$ cat src/rtl/rom_bus_arbiter.sv
// Two-master Wishbone arbiter in front of a single ROM/bus slave.
// Round-robin on ties, one idle cycle between transfers, per-grant ack timeout.
module rom_bus_arbiter #(
  parameter int unsigned TIMEOUT = 16
) (
  input  logic        clk,
  input  logic        rst,
  input  logic [31:0] m0_addr_i,
  input  logic [31:0] m0_data_i,
  input  logic        m0_we_i,
  input  logic [3:0]  m0_sel_i,
  input  logic        m0_stb_i,
  input  logic        m0_cyc_i,
  output logic [31:0] m0_data_o,
  output logic        m0_ack_o,
  output logic        m0_err_o,
  input  logic [31:0] m1_addr_i,
  input  logic [31:0] m1_data_i,
  input  logic        m1_we_i,
  input  logic [3:0]  m1_sel_i,
  input  logic        m1_stb_i,
  input  logic        m1_cyc_i,
  output logic [31:0] m1_data_o,
  output logic        m1_ack_o,
  output logic        m1_err_o,
  output logic [31:0] s_addr_o,
  output logic [31:0] s_data_o,
  output logic        s_we_o,
  output logic [3:0]  s_sel_o,
  output logic        s_stb_o,
  output logic        s_cyc_o,
  input  logic [31:0] s_data_i,
  input  logic        s_ack_i,
  output logic [1:0]  grant_o,
  output logic [1:0]  dbg_state_o
);

  typedef enum logic [1:0] {
    ST_IDLE   = 2'd0,
    ST_GRANT0 = 2'd1,
    ST_GRANT1 = 2'd2
  } state_t;

  state_t     r_state, w_next_state;
  logic       r_last, w_next_last;   // 0: m0 served last, 1: m1 served last
  logic [7:0] r_cnt, w_next_cnt;
  logic       w_req0, w_req1, w_timeout;

  assign w_req0    = m0_cyc_i & m0_stb_i;
  assign w_req1    = m1_cyc_i & m1_stb_i;
  assign w_timeout = (r_cnt == 8'(TIMEOUT - 1));

  assign m0_data_o   = s_data_i;
  assign m1_data_o   = s_data_i;
  assign dbg_state_o = r_state;

  always_ff @(posedge clk) begin
    if (rst) begin
      r_state <= ST_IDLE;
      r_last  <= 1'b1;
      r_cnt   <= 8'd0;
    end else begin
      r_state <= w_next_state;
      r_last  <= w_next_last;
      r_cnt   <= w_next_cnt;
    end
  end

  always_comb begin
    w_next_state = r_state;
    w_next_last  = r_last;
    w_next_cnt   = r_cnt;
    grant_o      = 2'b00;
    s_addr_o     = 32'd0;
    s_data_o     = 32'd0;
    s_we_o       = 1'b0;
    s_sel_o      = 4'd0;
    s_stb_o      = 1'b0;
    s_cyc_o      = 1'b0;
    m0_ack_o     = 1'b0;
    m0_err_o     = 1'b0;
    m1_ack_o     = 1'b0;
    m1_err_o     = 1'b0;
    case (r_state)
      ST_IDLE: begin
        w_next_cnt = 8'd0;
        if (w_req0 && (!w_req1 || r_last)) begin
          w_next_state = ST_GRANT0;
          w_next_last  = 1'b0;
        end else if (w_req1) begin
          w_next_state = ST_GRANT1;
          w_next_last  = 1'b1;
        end
      end
      ST_GRANT0: begin
        grant_o  = 2'b01;
        s_addr_o = m0_addr_i;
        s_data_o = m0_data_i;
        s_we_o   = m0_we_i;
        s_sel_o  = m0_sel_i;
        s_stb_o  = m0_stb_i;
        s_cyc_o  = m0_cyc_i;
        m0_ack_o = s_ack_i & w_req0;
        // Ack in the timeout cycle takes priority over the error.
        m0_err_o = m0_cyc_i & ~s_ack_i & w_timeout;
        if (!m0_cyc_i || s_ack_i || w_timeout) begin
          w_next_state = ST_IDLE;
          w_next_cnt   = 8'd0;
        end else begin
          w_next_cnt = r_cnt + 8'd1;
        end
      end
      ST_GRANT1: begin
        grant_o  = 2'b10;
        s_addr_o = m1_addr_i;
        s_data_o = m1_data_i;
        s_we_o   = m1_we_i;
        s_sel_o  = m1_sel_i;
        s_stb_o  = m1_stb_i;
        s_cyc_o  = m1_cyc_i;
        m1_ack_o = s_ack_i & w_req1;
        m1_err_o = m1_cyc_i & ~s_ack_i & w_timeout;
        if (!m1_cyc_i || s_ack_i || w_timeout) begin
          w_next_state = ST_IDLE;
          w_next_cnt   = 8'd0;
        end else begin
          w_next_cnt = r_cnt + 8'd1;
        end
      end
      default: begin
        w_next_state = ST_IDLE;
        w_next_cnt   = 8'd0;
      end
    endcase
  end

endmodule

$ cat config.mk
export PLATFORM = sky130hd
export DESIGN_NAME = rom_bus_arbiter
export DESIGN_NICKNAME = d
export VERILOG_FILES = /design/src/rtl/rom_bus_arbiter.sv
export SDC_FILE = /design/constraint.sdc
export NUM_CORES = 1
export LEC_CHECK = 0
export ABC_CLOCK_PERIOD_IN_PS = 1780
export CAP_MARGIN = 15
export CORE_AREA = 2 2 124 126
export CTS_CLUSTER_SIZE = 8
export DETAILED_ROUTE_END_ITERATION = 6
export DIE_AREA = 0 0 126 128
export GPL_TIMING_DRIVEN = 0
export HOLD_SLACK_MARGIN = 0.08
export PLACE_DENSITY = 0.66
export SLEW_MARGIN = 20
export SYNTH_ARGS = -nofsm -noshare
export SYNTH_HDL_FRONTEND = slang
export SYNTH_SLANG_ARGS = --single-unit
$ cat constraint.sdc
create_clock -name clk -period 1.78 [get_ports clk]
set_clock_uncertainty 0.15 [all_clocks]
set_input_delay 0.534 -clock clk [delete_from_list [all_inputs] [get_ports clk]]
set_output_delay 0.534 -clock clk [all_outputs]
set_load 0.02 [all_outputs]
==> flow_summary.toml <==
[run_status]
result_of_the_run = "finished with violations"
violations = "negative setup slack"

[place]
post-place-ws_ns = -0.962
numPortBuffers = 287
hpwl_microns = 10500
placedCellCount = 770
finalWeightedCongestion = 0.845

[floorplan]
chipHeight_microns = 128
die-width_microns = 126
design.die.area_sq_um = 16100
floorplan.core_area_sq_um = 14900
top_level_ports = 320
start_util_pct = 14.3
row_count = 45

[route]
route.met2.wl_microns = 7680
post_drt_via_cell_ratio = 4.28
drc = 0
dr.first_iter.drc_count = 42
top_layer_used = "met4"
finalWirelength_microns = 14200
drtAntennaViolNets = 0
met1_length_microns = 5470
routed-wl-met3_microns = 919
1st_pass_router_iterations = 4
routedWlPerCell_microns = 17.8
route.vias.total = 3422

[power_and_ir_drop]
power_total_mw = 3.16
cellPowerDensity_nw_per_um2 = 463
ir_drop_uv = 282
power.static_leakage_nw = 2.67

[synth]
post_synth_instance_area_sq_um = 2130
synth.lib_cells_used.distinct = 30
number_of_enable_type_register_cells_in_the_synthesized_netlist = 0
synth.avg_cell_area_sq_um = 7.22
ys_dominant_reg_cell = "sky130_fd_sc_hd__dfxtp_1"
async_flop_share_pct = 0
synth.yosys.warnings = 0
synth_nets = 477
yosys_register_bits = 11
seq_area_frac_synth_pct = 10.3
post_synth_inst_count = 295

[finish]
fraction_of_layout_cells_with_a_size_suffix_above_1_pct = 59.2
layout.cells.most_common = "sky130_fd_sc_hd__clkdlybuf4s50_1"
layout.core_utilization_pct = 45.9
area.growth.synth_to_final_pct = 220
insertedDiodeCount = 0
layout.cells.most_common_list = "sky130_fd_sc_hd__clkdlybuf4s50_1, sky130_fd_sc_hd__buf_4, sky130_fd_sc_hd__dlygate4sd2_1"
cell_count_final_fillers_out = 799
design.final.nets = 794
filler_cell_count = 1445

[sta]
final_period_minus_worst_setup_slack_ns = 2.31
final.setup.tns_ns = -37.59
max_freq_mhz = 432
fin_crit_sh_pct = 130
slew_limit_fails = 0
hold_viol = 0
unrepaired_setup_endpoints_after_global_routing = "true"
finalWorstSetupSlack_ns = -0.534
tightestPinTransition_ns = 0.497
setup-violations-final = 85
worst_slew_margin_rel_pct = 66.9

[critical_path]
required_ns = 1.10
crit_type = "reg -> out"
critical_path_buf_inv_count = 4
worstPathCellList = "buf_6 > ha_4 > buf_12 > clkbuf_16 > a22oi_2 > nor2b_2 > buf_4"
crit_arrival_ns = 1.63
cp-start-kind = "flop"
crit_path_end_kind = "output pin"
critical-path-slowest-cell = "sky130_fd_sc_hd__dfxtp_4"
path_delay_family = "buffers and inverters"
path_max_fanout = 10
cp_slowest_stage_delay_ns = 0.35

[job]
drv_cap = 0

[clocking]
cts.sink_count = 11
cts_root_buf = "sky130_fd_sc_hd__clkbuf_16"
ctsHtreeMaxLevel = 1
clock_tree.buffer_depth = 2
clk_pin_slew_worst_paths_ns = 0.04
cts_tree = "yes"
clk_latency_ns = 0.24
tritoncts.num_buffers = 3

[worst_hold_path]
hp-class = "reg -> reg"

[global_routing]
first_global_vias = 3560
grtUsageTotal_pct = 16.1
grt_antenna_before_repair = 1
global_route_wire_length_before_repair_microns = 20500
maximum_number_of_pins_on_one_net_before_global_route_repair = 11
globalRoute.totalOverflow = 0
report_power, final:
part	leakage, nW	internal (mW)	switching [mW]
logic	2.54	1.46	1.02
clock network	0.0382	0.300	0.109
registers	0.0910	0.257	0.0118
final timing paths:
check                                      end  depth (start not counted)            from  slack (ns)
worst min-delay path                  r_cnt[0]                          1        r_cnt[0]        0.28
worst max register to register  dbg_state_o[0]                          8  dbg_state_o[0]       -0.23
worst min register to register        r_cnt[0]                          1        r_cnt[0]        0.28
worst max-delay path               s_addr_o[3]                          7  dbg_state_o[0]       -0.53
worst reg2reg max path, stage by stage, from the launching register on:
cell and delay, ns:
sky130_fd_sc_hd__dfxtp_4 0.35, sky130_fd_sc_hd__buf_6 0.12, sky130_fd_sc_hd__ha_4 0.19, sky130_fd_sc_hd__buf_16 0.16
sky130_fd_sc_hd__a22oi_2 0.18, sky130_fd_sc_hd__buf_4 0.15, sky130_fd_sc_hd__a211oi_4 0.04, sky130_fd_sc_hd__or4b_4 0.54
sky130_fd_sc_hd__o31ai_2 0.06
flip-flops by register name, summed over array words and instances, names as in the netlist:
signal       cells
r_last           1
r_cnt            8
dbg_state_o      2
cells by family (layout without fill, tap and decap cells):
kind of cell               count (synthesis)  after routing  synth area share [%]
xor gates and xnor gates                   6              6                  2.47
and+or+nand+nor                          102            102                  28.5
adders and majority gates                  5              5                  2.94
buffers and inverters                     92            408                  27.8
DFF                                       11             11                  10.3
AOI/OAI and AO/OA                         79             79                  28.0
metrics by stage:
step | hold slack [ns] | area [sq um]
finish | 0.282 | 6820
global route | 0.304 | 6820
detailed placement | 0.302 | 5690
CTS | 0.318 | 6550
floorplan | 0.261 | 2580
global placement | 0.275 | 5690
cell type report:
type | count | area [sq um] | area share [%]
flip-flops and latches | 11 | 229 | 3.36
clock buffers | 4 | 78.8 | 1.16
multi-input cells | 192 | 2050 | 30.0
well taps | 188 | 235 | 3.45
inverters | 4 | 20.0 | 0.294
plain buffers | 87 | 906 | 13.3
repair buffers | 313 | 3300 | 48.4
cells in the mapped netlist (2+ instances only):
master,number,area [sq um]
sky130_fd_sc_hd__dfxtp_1,11,220
sky130_fd_sc_hd__clkbuf_1,14,52.6
sky130_fd_sc_hd__xor2_1,3,26.3
sky130_fd_sc_hd__a22oi_1,70,526
sky130_fd_sc_hd__or4b_1,2,20.0
sky130_fd_sc_hd__nor2_1,11,41.3
sky130_fd_sc_hd__ha_1,5,62.6
sky130_fd_sc_hd__nand2_1,7,26.3
sky130_fd_sc_hd__buf_1,7,26.3
sky130_fd_sc_hd__and3_1,3,18.8
sky130_fd_sc_hd__o21bai_1,2,15.0
sky130_fd_sc_hd__nor2b_1,70,438
sky130_fd_sc_hd__xnor2_1,3,26.3
sky130_fd_sc_hd__buf_2,2,10.0
sky130_fd_sc_hd__inv_1,4,15.0
sky130_fd_sc_hd__nor3_1,2,10.0
sky130_fd_sc_hd__buf_4,65,488
sky130_fd_sc_hd__nand3_1,2,10.0
timing repair:
item | CTS | global route
resized for setup | 592 | 63
hold buffers | 0 | 0
setup endpoints to repair | 153 | 86
cloned | 10 | 3
hold endpoints to repair | 0 | 0
setup buffers | 13 | 0
pin swaps | 16 | 17
per-layer routing:
metal / up-vias / GRT usage (%)
met4: 0 / 2.59
li1: 1614 / -
met5: - / 0
met2: 190 / 31.0
met3: 10 / 2.25
met1: 1608 / 19.3
Note: power is estimated with default switching activity, not from simulation.
